### src/rtl/sdm_ctrl_pkg.sv
// rtl/sdm_ctrl_pkg.sv - shared types, constants and slew helper for the SDM sample scheduler
//
// Purpose : scheduler state encoding, sample width and the saturating
//           slew-to-zero step shared by the scheduler RTL.
// Contents: state_e, SAMPLE_W, slew_to_zero()
package sdm_ctrl_pkg;

   localparam int SAMPLE_W = 16;

   typedef enum logic [1:0] {
      IDLE  = 2'd0,
      PRIME = 2'd1,
      RUN   = 2'd2,
      STOP  = 2'd3
   } state_e;

   // One slew step toward zero. Done in SAMPLE_W+1 bits so that -32768
   // plus a step, and the negated step itself, never wrap. A magnitude at
   // or below the step lands exactly on zero (no overshoot).
   function automatic logic signed [SAMPLE_W-1:0] slew_to_zero(
      input logic signed [SAMPLE_W-1:0] sample,
      input logic        [SAMPLE_W-1:0] step
   );
      logic signed [SAMPLE_W:0] s_ext;
      logic signed [SAMPLE_W:0] st_ext;
      logic signed [SAMPLE_W:0] res;
      s_ext  = {sample[SAMPLE_W-1], sample};
      st_ext = {1'b0, step};
      res    = '0;
      if (s_ext > st_ext) begin
         res = s_ext - st_ext;
      end else if (s_ext < -st_ext) begin
         res = s_ext + st_ext;
      end
      return res[SAMPLE_W-1:0];
   endfunction

endpackage

### src/rtl/sdm_sample_fifo.sv
// rtl/sdm_sample_fifo.sv - synchronous sample FIFO with flush and level
//
// Purpose : small power-of-two FIFO buffering PCM samples.
// Ports   : clk, reset_n (sync, active-low)
//           push/wdata   - write when not full
//           pop          - read when not empty
//           flush        - empty the FIFO (wins over push/pop)
//           rdata        - head entry, combinational
//           full, empty, level - registered occupancy
module sdm_sample_fifo #(
   parameter int DEPTH = 4,
   parameter int WIDTH = 16
) (
   input  logic                       clk,
   input  logic                       reset_n,
   input  logic                       push,
   input  logic                       pop,
   input  logic                       flush,
   input  logic [WIDTH-1:0]           wdata,
   output logic [WIDTH-1:0]           rdata,
   output logic                       full,
   output logic                       empty,
   output logic [$clog2(DEPTH+1)-1:0] level
);

   localparam int AW = $clog2(DEPTH);
   localparam int LW = $clog2(DEPTH+1);

   logic [WIDTH-1:0] mem_q [DEPTH];
   logic [AW-1:0]    wr_ptr_q;
   logic [AW-1:0]    rd_ptr_q;
   logic [LW-1:0]    level_q;
   logic             do_push;
   logic             do_pop;

   assign full    = (level_q == LW'(DEPTH));
   assign empty   = (level_q == '0);
   assign level   = level_q;
   assign rdata   = mem_q[rd_ptr_q];
   assign do_push = push && !full;
   assign do_pop  = pop && !empty;

   always_ff @(posedge clk) begin
      if (do_push) begin
         mem_q[wr_ptr_q] <= wdata;
      end
   end

   always_ff @(posedge clk) begin
      if (!reset_n || flush) begin
         wr_ptr_q <= '0;
         rd_ptr_q <= '0;
         level_q  <= '0;
      end else begin
         if (do_push) begin
            wr_ptr_q <= wr_ptr_q + 1'b1;
         end
         if (do_pop) begin
            rd_ptr_q <= rd_ptr_q + 1'b1;
         end
         // Simultaneous push and pop leaves the level unchanged.
         if (do_push && !do_pop) begin
            level_q <= level_q + 1'b1;
         end else if (do_pop && !do_push) begin
            level_q <= level_q - 1'b1;
         end
      end
   end

endmodule

### src/rtl/sdm_sample_scheduler.sv
// rtl/sdm_sample_scheduler.sv - paces buffered PCM samples into the sigma-delta modulator
//
// Purpose : buffers input samples and presents one to the modulator every
//           OSR clocks; sequences modulator reset, priming, soft mute,
//           underflow recovery and a ramped stop.
// Ports   : clk, reset_n (sync, active-low)
//           enable, mute, clear_status     - control levels / pulse
//           s_valid, s_data, s_ready       - sample input handshake
//           mod_sample, mod_sample_stb     - modulator sample and update strobe
//           mod_reset                      - modulator reset (active-high)
//           underflow                      - sticky starvation flag
//           fifo_level, busy               - status
module sdm_sample_scheduler
   import sdm_ctrl_pkg::*;
#(
   parameter int OSR         = 128,
   parameter int FIFO_DEPTH  = 4,
   parameter int PRIME_LEVEL = 2,
   parameter int RAMP_STEP   = 512
) (
   input  logic                            clk,
   input  logic                            reset_n,
   input  logic                            enable,
   input  logic                            mute,
   input  logic                            clear_status,
   input  logic                            s_valid,
   input  logic [SAMPLE_W-1:0]             s_data,
   output logic                            s_ready,
   output logic [SAMPLE_W-1:0]             mod_sample,
   output logic                            mod_sample_stb,
   output logic                            mod_reset,
   output logic                            underflow,
   output logic [$clog2(FIFO_DEPTH+1)-1:0] fifo_level,
   output logic                            busy
);

   localparam int                     CW        = (OSR > 1) ? $clog2(OSR) : 1;
   localparam int                     LW        = $clog2(FIFO_DEPTH+1);
   localparam logic [LW-1:0]          PRIME_LVL = LW'(PRIME_LEVEL);
   localparam logic [SAMPLE_W-1:0]    STEP      = SAMPLE_W'(RAMP_STEP);

   state_e                      state_q, state_d;
   logic [CW-1:0]               osr_cnt_q, osr_cnt_d;
   logic signed [SAMPLE_W-1:0]  sample_q, sample_d;
   logic                        stb_q, stb_d;
   logic                        underflow_q, underflow_d;

   logic                        tick;
   logic                        fifo_push;
   logic                        fifo_pop;
   logic                        fifo_flush;
   logic                        fifo_full;
   logic                        fifo_empty;
   logic [SAMPLE_W-1:0]         fifo_head;
   logic [LW-1:0]               fifo_level_w;
   logic                        uf_set;
   logic signed [SAMPLE_W-1:0]  slewed;

   sdm_sample_fifo #(
      .DEPTH (FIFO_DEPTH),
      .WIDTH (SAMPLE_W)
   ) u_fifo (
      .clk     (clk),
      .reset_n (reset_n),
      .push    (fifo_push),
      .pop     (fifo_pop),
      .flush   (fifo_flush),
      .wdata   (s_data),
      .rdata   (fifo_head),
      .full    (fifo_full),
      .empty   (fifo_empty),
      .level   (fifo_level_w)
   );

   // Ready depends only on registered state, never on s_valid or a pop.
   assign s_ready        = !fifo_full && (state_q == PRIME || state_q == RUN);
   assign fifo_push      = s_valid && s_ready;
   assign tick           = (osr_cnt_q == '0);
   assign slewed         = slew_to_zero(sample_q, STEP);

   assign mod_sample     = sample_q;
   assign mod_sample_stb = stb_q;
   assign mod_reset      = (state_q == IDLE) || (state_q == PRIME);
   assign underflow      = underflow_q;
   assign fifo_level     = fifo_level_w;
   assign busy           = (state_q != IDLE);

   always_comb begin
      state_d    = state_q;
      osr_cnt_d  = (osr_cnt_q == CW'(OSR-1)) ? '0 : osr_cnt_q + 1'b1;
      sample_d   = sample_q;
      stb_d      = 1'b0;
      fifo_pop   = 1'b0;
      fifo_flush = 1'b0;
      uf_set     = 1'b0;

      case (state_q)
         IDLE: begin
            fifo_flush = 1'b1;
            osr_cnt_d  = '0;
            if (enable) begin
               state_d = PRIME;
            end
         end
         PRIME: begin
            // Held at zero so the first RUN cycle is a tick.
            osr_cnt_d = '0;
            if (!enable) begin
               state_d    = IDLE;
               fifo_flush = 1'b1;
            end else if (fifo_level_w >= PRIME_LVL) begin
               state_d = RUN;
            end
         end
         RUN: begin
            if (tick) begin
               stb_d = 1'b1;
               if (mute) begin
                  // Muted ticks still consume input to keep the source paced.
                  fifo_pop = !fifo_empty;
                  sample_d = slewed;
               end else if (fifo_empty) begin
                  uf_set   = 1'b1;
                  sample_d = slewed;
               end else begin
                  fifo_pop = 1'b1;
                  sample_d = fifo_head;
               end
            end
            if (!enable) begin
               state_d = STOP;
            end
         end
         STOP: begin
            if (tick) begin
               if (sample_q == '0) begin
                  state_d    = IDLE;
                  fifo_flush = 1'b1;
                  osr_cnt_d  = '0;
               end else begin
                  stb_d    = 1'b1;
                  sample_d = slewed;
               end
            end
         end
         default: begin
            state_d = IDLE;
         end
      endcase

      // A same-cycle set beats clear_status.
      underflow_d = uf_set || (underflow_q && !clear_status);
   end

   always_ff @(posedge clk) begin
      if (!reset_n) begin
         state_q     <= IDLE;
         osr_cnt_q   <= '0;
         sample_q    <= '0;
         stb_q       <= 1'b0;
         underflow_q <= 1'b0;
      end else begin
         state_q     <= state_d;
         osr_cnt_q   <= osr_cnt_d;
         sample_q    <= sample_d;
         stb_q       <= stb_d;
         underflow_q <= underflow_d;
      end
   end

endmodule

### config.mk
export PLATFORM = sky130hd
export DESIGN_NAME = sdm_sample_scheduler
export DESIGN_NICKNAME = d
export VERILOG_FILES = /design/src/rtl/sdm_ctrl_pkg.sv /design/src/rtl/sdm_sample_fifo.sv /design/src/rtl/sdm_sample_scheduler.sv
export SDC_FILE = /design/constraint.sdc
export NUM_CORES = 1
export LEC_CHECK = 0
export BUFFER_PORTS_ARGS = -buffer_cell sky130_fd_sc_hd__buf_4
export CORE_MARGIN = 3
export CORE_UTILIZATION = 45
export DETAILED_ROUTE_END_ITERATION = 16
export PLACE_DENSITY = 0.73
export SYNTH_ARGS = -nofsm -noshare
export SYNTH_HDL_FRONTEND = slang
export SYNTH_SLANG_ARGS = --single-unit
### constraint.sdc
create_clock -name clk -period 2.4 [get_ports clk]
set_clock_uncertainty 0.2 [all_clocks]
set_input_delay 0.48 -clock clk [delete_from_list [all_inputs] [get_ports clk]]
set_output_delay 0.48 -clock clk [all_outputs]
set_load 0.005 [all_outputs]
==> qor.log, run 1 <==
[outcome] run status completed
[sta] Final Hold Fails 0
[detailed_routing] WL/cell 15.31 um
[run] number of maximum-capacitance constraint violations 0
[detailed_routing] Routed met3 length 369 um
[detailed_routing] length of routed met2 wiring 4200 um
[floorplanning] io pins 46
[detailed_routing] number of antenna-violating nets in the routed design 0
[sta] highest attainable clock frequency 0.4323 GHz
[clocking] clock tree from TritonCTS built
[detailed_routing] total via count in the routed design 2847
[sta] final critical-path required period 2.313 ns
[detailed_routing] wirelength, routed 8326 um
[finish] utilization after layout 0.5644
[logic_synthesis] number of flops mapped to enable cells by yosys 64
[global_route] antenna violations before repair 0
[place] Port-buffer cells 45
[logic_synthesis] largest family of logic cells by synthesized area simple AND/OR/NAND/NOR gates
[logic_synthesis] Yosys cell types 50
[clocking] clock buffers created by TritonCTS 9
[setup_path] data arrival time at the worst-slack endpoint 2.36 ns
[logic_synthesis] multiplexer share of the synthesized area 0.09065
[pwr] Clock power frac 0.334
[setup_path] Critical Path Fanout Max 7
[floorplanning] row cnt 35
[hold_path] worst hold-check path type in -> reg
[logic_synthesis] share of the synthesized netlist area taken by xor and xnor gates 0.02578
[clocking] clock slew at reported path FFs 0.11 ns
[global_route] Remaining Overflow, GRT 0
[finish] Filler Cell Count 787
[logic_synthesis] top flip-flop cell by instance count after synthesis edfxtp_1
[finish] proportion of layout cells with a drive suffix above 1 0.2916
[logic_synthesis] Synth area leaders edfxtp_1, dfxtp_1, mux4_2
[setup_path] critical path startpoint category flop
[finish] Diodes inserted 0
[logic_synthesis] compound-cell area share of the yosys netlist 0.08272
[global_route] global routing usage summed across all routing layers 0.1571
[logic_synthesis] Synth Net Count 386
[pwr] power density over the cells 644.4 nW/um^2
[pwr] Switch Pwr 832.6 uW
[floorplanning] die span in y 105.1 um
[sta] setup-violating endpoint count in the final report 0
[detailed_routing] first-iteration detailed-routing DRC count 119
[logic_synthesis] Syn Std Cell Area 4417 um^2
[setup_path] Crit Path Category reg -> reg
[floorplanning] die span in x 105.1 um
[logic_synthesis] Synth warnings 0
[detailed_routing] highest metal used met4
[sta] pin slew with the least headroom to its limit 0.5441 ns
[pwr] cell-internal power 2576 uW
[logic_synthesis] Syn Area/Cell 12.73 um^2
[place] routability congestion estimate from global placement 0.9075
[logic_synthesis] Post-Synthesis Cells 347
[clocking] Post-CTS Setup Inserts 0
[logic_synthesis] synthesized-area fraction occupied by and/or/nand/nor cells 0.1116
[floorplanning] Total Die Area 11040 um^2
[floorplanning] starting density of the core 0.4713
[setup_path] WP data required 2.45 ns
[clocking] total number of H-tree levels 3
[logic_synthesis] library cell occupying the most area in the post-synthesis netlist edfxtp_1
[finish] synthesis-to-finish area growth 19.74%
[logic_synthesis] #FFs+latches synth 100
[pwr] relative contribution of sequential cells to total power 0.556
[logic_synthesis] proportion of netlist area held by the largest area contributor 0.4351
[pwr] Switching Share 0.2443
[sta] worst slew margin relative to its limit 0.6367
[pwr] post-layout power 3408 uW
[detailed_routing] number of search-and-repair iterations in the first detailed-routing pass 4
[detailed_routing] wire length on met1 3647 um
[detailed_routing] vias per cell 5.233
[pwr] peak supply drop 0.0004489 V
[finish] Post-layout nets 449
[clocking] maximum root-to-sink buffer count 2
[logic_synthesis] adder and majority gate portion of the synthesized area 0.04986
[pwr] static leakage power 0.001953 uW
[detailed_routing] DRC 0
[pwr] combinational share of power 0.111
[global_route] global-route wire length before repair 13650 um
[clocking] clock latency on the worst-skew pair 0.36 ns
[global_route] largest net degree at the start of global routing 21
[sta] final worst-path cycle share 0.9637
[clocking] TritonCTS sink count 100
[setup_path] critical path capture point type flop
[global_route] vias in the first global route 2755
[floorplanning] core area 9371 um^2
[clocking] clock root cell clkbuf_8
[place] detailed placer's ending HPWL 5816 um
[sta] pins over their slew limit 0
[logic_synthesis] share of synthesized registers carrying an async set or reset 0
[logic_synthesis] Seq/Total Area, Yosys 0.5983
critical path, stage by stage (launching register included):
cell and delay [ns]:
dfxtp_4 0.39, inv_2 0.06, ha_1 0.29, a21boi_4 0.17, and2_4 0.17, ha_4 0.13, inv_1 0.04, fa_2 0.33
xor2_1 0.15, nor2_1 0.13, xnor2_1 0.12, nor2_1 0.05
logic make-up (layout without fill, tap and decap cells):
logic type | Yosys count | count (layout)
flip-flops | 100 | 100
AND/OR/NAND/NOR | 98 | 98
AO/OA/AOI/OAI | 56 | 56
buffers and inverters | 43 | 111
multiplexers | 20 | 20
adder cells (fa/ha/maj) | 17 | 17
XOR/XNOR | 13 | 13
state kept, by name (all words and copies together), names as in the netlist, 2 cells and up, named ones only:
name,cells
u_fifo.wr_ptr_q,2
u_fifo.rd_ptr_q,2
mod_sample,16
u_fifo.level,3
u_fifo.mem_q,64
osr_cnt_q,7
layout by cell type, fill, tap and decap left out, types with 10 or more instances in the layout:
master / count
dfxtp_1: 34
o21ai_0: 21
inv_1: 23
nor2_1: 29
buf_4: 70
mux4_2: 16
edfxtp_1: 64
nand3_1: 10
nand2_1: 25
ha_1: 15
a21oi_1: 10
repair_timing:
| item | CTS | global route |
|---|---|---|
| hold buffers | 0 | 0 |
| gates resized for setup | 0 | 4 |
| endpoints found under the setup margin | 0 | 11 |
cells in the mapped netlist (2+ instances only):
cell type,count
ha_1,16
nand4_1,5
nor3b_1,2
clkbuf_1,7
edfxtp_1,64
nand2_1,25
o211ai_1,2
nand3_1,11
a21oi_1,10
xnor2_1,7
inv_1,25
and3_1,6
xor2_1,6
buf_2,7
o21ai_0,21
buf_4,3
nor3_1,3
o22ai_1,4
nor2_1,29
mux2i_1,4
a211oi_1,4
dfxtp_1,36
nor4_1,5
a31oi_1,2
or3_2,2
mux4_2,16
and4_1,2
per-stage QoR:
stage	hold WS [ns]	setup TNS (ns)	instances	instance area, um^2	setup WS, ns
final	0.1127	0	544	5289	0.08701
after global routing	0.07355	-0.002008	544	5289	-0.002008
after CTS	0.09199	0	544	5269	0.02413
after detailed placement	0.2624	0	528	5047	0.01037
after global placement	0.2462	0	528	5047	0.07808
after floorplan	0.2257	0	347	4449	0.01143
area by class of cell:
cell class / instances / area [um^2] / share of cell area
clock buffers: 9 / 123.9 / 0.02342
clock inverters: 7 / 97.59 / 0.01845
inverters: 25 / 93.84 / 0.01774
multi-input cells: 204 / 1639 / 0.3099
flip-flops and latches: 100 / 2648 / 0.5006
well taps: 129 / 161.4 / 0.03052
repair buffers: 70 / 525.5 / 0.09936
power by group through the flow:
stage          Sequential [uW]  Combinational [uW]  Clock, uW
2_1_floorplan             1930                 226          0
3_3_place_gp              1930                 366          0
3_5_place_dp              1930                 373          0
4_1_cts                   1900                 375       1180
5_1_grt                   1900                 416       1240
6_report                  1890                 377       1140
layer usage:
layer | vias to the layer above | global-route usage
met4 | 0 | 0.05248
met3 | 10 | 0.03521
met1 | 1375 | 0.2012
li1 | 1394 | -
met2 | 68 | 0.2640
met5 | - | 0
final timing paths:
kind                               startpoint            endpoint  slack (ns)  cells past startpoint
worst min-delay path                s_data[3]  u_fifo.mem_q[0][3]        0.11                      1
worst max-delay path               state_q[0]     u_fifo.level[2]        0.09                     11
worst max register to register     state_q[0]     u_fifo.level[2]        0.09                     11
worst min register to register  mod_sample[1]       mod_sample[1]        0.27                      2
(Power assumes the default switching activity.)
==> run 2: changes to the inputs <==
==> constraint.sdc (replaced) <==
create_clock -name clk -period 2.4 [get_ports clk]
set_clock_uncertainty 0.2 [all_clocks]
set_input_delay 0.36 -clock clk [delete_from_list [all_inputs] [get_ports clk]]
set_output_delay 0.36 -clock clk [all_outputs]
set_load 0.005 [all_outputs]
==> run 2 against run 1 <==
  * Core utilization up 1.8 points
  * Clock-buffer cell count unchanged
  * Die area unchanged
  * Largest cell class unchanged
==> qor.log, run 2 (synthesized netlist as in run 1, its figures left out) <==
[sta] pins over their slew limit 0
[setup_path] slowest library cell on the worst path dfxtp_4
[global_route] Remaining Overflow, GRT 0
[detailed_routing] number of search-and-repair iterations in the first detailed-routing pass 5
[clocking] clock slew at reported path FFs 0.12 ns
[global_route] antenna violations before repair 0
[sta] final worst-path cycle share 0.9505
[sta] worst slew margin relative to its limit 0.6808
[floorplanning] starting density of the core 0.4713
[pwr] peak supply drop 0.0003572 V
[outcome] run status completed
[setup_path] WP data required 2.47 ns
[pwr] power density over the cells 617.2 nW/um^2
[setup_path] critical path capture point type flop
[place] Post-DP Area 5040 um^2
[sta] setup-violating endpoint count in the final report 0
[detailed_routing] DRC 0
[floorplanning] row cnt 35
[floorplanning] io pins 46
[setup_path] cell family contributing the most delay on the critical path adder cells
[setup_path] cells along the critical path inv_2 > ha_1 > a21boi_4 > and2_4 > ha_4 > inv_1 > fa_2 > xor2_1 > nor2_1 > xnor2_1 > nor2_1
[global_route] vias in the first global route 2958
[clocking] clock latency on the worst-skew pair 0.37 ns
[finish] Diodes inserted 0
[clocking] clock buffers created by TritonCTS 9
[detailed_routing] total via count in the routed design 2915
[floorplanning] Total Die Area 11040 um^2
[setup_path] critical path startpoint category flop
[global_route] global-route wire length before repair 14380 um
[place] Port-buffer cells 45
[detailed_routing] first-iteration detailed-routing DRC count 193
[floorplanning] core area 9371 um^2
[finish] most common cell after layout, fill and taps aside buf_4
[run] number of maximum-capacitance constraint violations 0
[setup_path] Crit Path Category reg -> reg
[detailed_routing] number of antenna-violating nets in the routed design 0
[detailed_routing] vias per cell 5.196
[detailed_routing] wirelength, routed 8468 um
[setup_path] number of buffers and inverters on the critical path 2
[finish] register ranked first by flip-flop count u_fifo.mem_q
[clocking] TritonCTS sink count 100
[sta] pin slew with the least headroom to its limit 0.4738 ns
[global_route] global routing usage summed across all routing layers 0.1639
[finish] proportion of layout cells with a drive suffix above 1 0.2870
[hold_path] worst hold-check path type in -> reg
[place] routability congestion estimate from global placement 0.8849
[sta] Final Hold Fails 0
[finish] top library cells by usage in the layout, fill and taps aside buf_4, edfxtp_1, dfxtp_1
[clocking] clock root cell clkbuf_8
[finish] synthesis-to-finish area growth 23.63%
[setup_path] Crit path top cell by count nor2_1
[clocking] clock tree from TritonCTS built
[setup_path] delay of the slowest cell on the worst path 0.39 ns
[sta] final critical-path required period 2.281 ns
[floorplanning] die span in x 105.1 um
[clocking] maximum root-to-sink buffer count 2
[sta] highest attainable clock frequency 0.4384 GHz
[setup_path] Critical Path Fanout Max 5
[sta] setup_tns 0 ns
[sta] final hold slack 0.09540 ns
[pwr] static leakage power 0.002019 uW
[clocking] total number of H-tree levels 3
[finish] Post-layout nets 466
[global_route] largest net degree at the start of global routing 22
[finish] cell area after layout 5460 um^2
[setup_path] data arrival time at the worst-slack endpoint 2.35 ns
[place] detailed placer's ending HPWL 5677 um
[floorplanning] die span in y 105.1 um
[detailed_routing] WL/cell 15.09 um
[finish] number of flip-flops under the largest register name 64
[run 2: area by class of cell]
cell class,count,area [um^2]
fill,761,3911
sequential,100,2650
multi-input combinational,204,1647
timing repair buffer,87,693.2
tap,129,161.4
clock buffer,9,123.9
inverter,25,93.84
clock inverter,7,91.34
[run 2: per-layer routing]
metal / part of all wire / global-route usage / vias to the layer above
met4: 0.014 / 0.05998 / 0
li1: - / - / 1434
met2: 0.51 / 0.2736 / 84
met5: 0 / 0 / -
met1: 0.43 / 0.2125 / 1384
met3: 0.047 / 0.03212 / 13
[run 2: worst reg2reg max path: stages (launching register included)]
cell and delay [ns]:
dfxtp_4 0.39, inv_2 0.06, ha_1 0.28, a21boi_4 0.17, and2_4 0.17, ha_4 0.13
inv_1 0.05, fa_2 0.33, xor2_1 0.14, nor2_1 0.11, xnor2_1 0.13, nor2_1 0.05
[run 2: power by group]
| group | switching, uW | internal [uW] | leakage (uW) | total (uW) |
|---|---|---|---|---|
| combinational | 204 | 208 | 0.00104 | 411 |
| clock | 647 | 421 | 0.000105 | 1070 |
| sequential | 18.6 | 1870 | 0.000870 | 1890 |
| total | 869 | 2500 | 0.00202 | 3370 |
[run 2: path summary, 6_finish.rpt]
path | from | to | slack [ns] | depth (start not counted)
setup / recovery | state_q[0] | u_fifo.level[2] | 0.12 | 11
hold / removal | enable | flop | 0.1 | 3
setup reg to reg | state_q[0] | u_fifo.level[2] | 0.12 | 11
hold reg to reg | mod_sample[7] | mod_sample[7] | 0.28 | 2
[run 2: what timing repair did]
action,4_1_cts,5_1_grt
resized for setup,0,7
setup endpoints to repair,0,11
setup buffers,0,2
hold buffers,16,0
hold endpoints to repair,61,0
[run 2: through the flow]
step | util | cells | total power [uW] | setup WS [ns]
final | 0.5826 | 561 | 3370 | 0.1189
after global routing | 0.5826 | 561 | 3526 | -0.0005380
after CTS | 0.5778 | 559 | 3400 | 0.02477
after detailed placement | 0.5378 | 527 | 2308 | 0.04235
after global placement | 0.5378 | 527 | 2297 | 0.07506
after floorplan | - | 347 | 2158 | 0.01143
==> run 3: changes to the inputs <==
- ABC_AREA: not set -> 1
- CAP_MARGIN: not set -> 20
- SLEW_MARGIN: not set -> 20
==> run 3 against run 2 <==
  * Setup slack lost 0.016 ns
  * Fmax down 0.68%
  * Synthesized area grew 5.1%
  * Via count increased by 16%
  * Sequential cell count stayed put
  * Final cell count increased by 22%
  * Sequential share of layout area is 1.0 points lower
  * Critical path type unchanged
  * Clock-buffer cell count is the same
  * Synthesized cell count increased by 36%
  * Clock power is essentially flat
  * First-iteration DRC count rose by 10%
  * Global-route usage grew 0.61 points
==> qor.log, run 3 <==
[logic_synthesis] Seq/Total Area, Yosys 0.5691
[finish] Post-layout nets 584
[logic_synthesis] number of flops mapped to enable cells by yosys 64
[clocking] clock tree from TritonCTS built
[pwr] Switch Pwr 2062 uW
[global_route] M2 GR Usage 0.2842
[clocking] clock root cell clkbuf_8
[pwr] post-layout power 5323 uW
[clocking] TritonCTS sink count 100
[detailed_routing] vias per cell 4.931
[setup_path] delay of the slowest cell on the worst path 0.39 ns
[sta] pins over their slew limit 0
[finish] synthesis-to-finish area growth 19.78%
[clocking] maximum root-to-sink buffer count 2
[pwr] Switching Share 0.3873
[setup_path] Critical Path Fanout Max 3
[detailed_routing] total via count in the routed design 3368
[global_route] GRT busiest layer met2
[sta] worst slew margin relative to its limit 0.5239
[finish] proportion of layout cells with a drive suffix above 1 0.2055
[finish] register ranked first by flip-flop count u_fifo.mem_q
[logic_synthesis] proportion of netlist area held by the largest area contributor 0.4139
[global_route] antenna violations before repair 0
[run] number of maximum-capacitance constraint violations 0
[logic_synthesis] Syn Area/Cell 9.816 um^2
[pwr] cell-internal power 3261 uW
[setup_path] data arrival time at the worst-slack endpoint 2.42 ns
[logic_synthesis] share of synthesized registers carrying an async set or reset 0
[detailed_routing] wirelength, routed 9383 um
[global_route] met3 track utilization from global routing 0.03659
[setup_path] cells along the critical path buf_4 > ha_1 > inv_1 > nor2_4 > nand2_2 > ha_1 > inv_2 > fa_2 > a21oi_2 > o21ai_1 > xor2_1 > nor2_1
[place] Post-DP Area 5181 um^2
[setup_path] number of buffers and inverters on the critical path 3
[global_route] vias in the first global route 3260
[detailed_routing] number of search-and-repair iterations in the first detailed-routing pass 4
[sta] RSZ-0062 raised after global routing true
[sta] setup_tns 0 ns
[logic_synthesis] Yosys cell types 42
[detailed_routing] DRC 0
[detailed_routing] WL/cell 13.74 um
[sta] setup-violating endpoint count in the final report 0
[logic_synthesis] most frequent cells after synthesis nand2_1, nor2_1, edfxtp_1, inv_1, dfxtp_1
[logic_synthesis] Post-Synthesis Cells 473
[global_route] global routing met1 resource utilization 0.2160
[place] Port-buffer cells 45
[finish] utilization after layout 0.5612
[finish] cell area after layout 5562 um^2
[pwr] power density over the cells 957.1 nW/um^2
[sta] pin slew with the least headroom to its limit 0.7134 ns
[floorplanning] die span in y 107.6 um
[place] detailed placer's ending HPWL 6463 um
[outcome] run status completed
[sta] final worst-path cycle share 0.9569
[logic_synthesis] top flip-flop cell by instance count after synthesis edfxtp_1
[clocking] clock slew at reported path FFs 0.12 ns
[pwr] peak supply drop 0.0004583 V
[detailed_routing] first-iteration detailed-routing DRC count 213
[clocking] total number of H-tree levels 3
[clocking] Post-CTS Setup Inserts 0
[setup_path] critical path capture point type flop
[logic_synthesis] Syn Std Cell Area 4643 um^2
[global_route] global-route wire length before repair 15450 um
[floorplanning] core area 9910 um^2
[logic_synthesis] Synth Net Count 512
[logic_synthesis] Synth warnings 0
[place] routability congestion estimate from global placement 0.8699
[global_route] Remaining Overflow, GRT 0
[setup_path] slowest library cell on the worst path fa_2
[finish] most common cell after layout, fill and taps aside nor2_1
[setup_path] critical path startpoint category flop
[sta] highest attainable clock frequency 0.4354 GHz
[global_route] largest net degree at the start of global routing 34
[logic_synthesis] Synth area leaders edfxtp_1, dfxtp_1, nand2_1
[logic_synthesis] library cell occupying the most area in the post-synthesis netlist edfxtp_1
[setup_path] Crit path top cell by count ha_1
[clocking] clock latency on the worst-skew pair 0.37 ns
[pwr] relative contribution of sequential cells to total power 0.412
[logic_synthesis] #FFs+latches synth 100
[floorplanning] starting density of the core 0.4686
[floorplanning] io pins 46
[finish] number of flip-flops under the largest register name 64
[floorplanning] die span in x 107.6 um
[sta] final critical-path required period 2.297 ns
[finish] Diodes inserted 0
[hold_path] worst hold-check path type in -> reg
[finish] top library cells by usage in the layout, fill and taps aside nor2_1, nand2_1, edfxtp_1
[pwr] combinational share of power 0.386
[floorplanning] Total Die Area 11570 um^2
[clocking] clock buffers created by TritonCTS 9
[floorplanning] row cnt 36
[setup_path] WP data required 2.52 ns
[setup_path] cell family contributing the most delay on the critical path adder cells
[sta] Final Hold Fails 0
[sta] final hold slack 0.02100 ns
[global_route] global routing usage summed across all routing layers 0.1700
[pwr] Clock power frac 0.202
[detailed_routing] number of antenna-violating nets in the routed design 0
[setup_path] Crit Path Category reg -> reg
[pwr] static leakage power 0.002251 uW
[run 3: cell types whose count changed after synthesis, sizes merged, moves of 5 or more]
cell	change
a21oi	+19
and3	-5
buf	-5
inv	+21
mux4	-16
nand2	+58
nand3	+10
nor2	+53
nor4	-6
o21ai	+16
[run 3: final cells by class]
class,instances,area (um^2)
tap,133,166.4
multi-input combinational,313,1765
fill,866,4348
sequential,100,2644
timing repair buffer,75,600.6
inverter,46,175.2
clock inverter,7,86.33
clock buffer,9,123.9
[run 3: final timing paths]
| check | start | endpoint | slack, ns | depth (start not counted) |
|---|---|---|---|---|
| worst max-delay path | flop | u_fifo.level[2] | 0.10 | 12 |
| worst max register to register | flop | u_fifo.level[2] | 0.10 | 12 |
| worst min register to register | underflow | underflow | 0.27 | 2 |
| worst min-delay path | s_data[15] | u_fifo.mem_q[0][15] | 0.02 | 1 |
[run 3: kinds of logic (layout without fill, tap and decap cells)]
logic type / after synthesis / count (layout) / share of synthesized area
mux: 1 / 1 / 0.002156
buf+inv: 60 / 137 / 0.05605
compound gates: 86 / 86 / 0.1070
simple gates: 195 / 195 / 0.1919
xor+xnor: 14 / 14 / 0.02641
fa+ha+maj: 17 / 17 / 0.04743
flops: 100 / 100 / 0.5691
[run 3: stage by stage]
stage | std cells | setup slack, ns
floorplan | 473 | 0.005678
global placement | 652 | 0.09037
detailed placement | 652 | 0.005316
CTS | 683 | 0.002168
global route | 683 | -0.03650
finish | 683 | 0.1033
[run 3: power groups by stage]
stage / clock (uW) / sequential, uW / combinational (uW)
floorplan: 0 / 2160 / 1500
global placement: 0 / 2220 / 1970
detailed placement: 0 / 2230 / 2000
CTS: 1100 / 2190 / 2030
global route: 1160 / 2220 / 2330
finish: 1070 / 2190 / 2060
[run 3: repair_timing]
| action | CTS | global route |
|---|---|---|
| setup endpoints to repair | 0 | 5 |
| hold endpoints to repair | 57 | 0 |
| resized for setup | 0 | 9 |
| hold buffers | 15 | 0 |
[run 3: per-layer routing]
layer  wire [um]  share of wire
met5           0              0
met4         182          0.019
met3         380          0.040
met2        4649           0.50
met1        4169           0.44
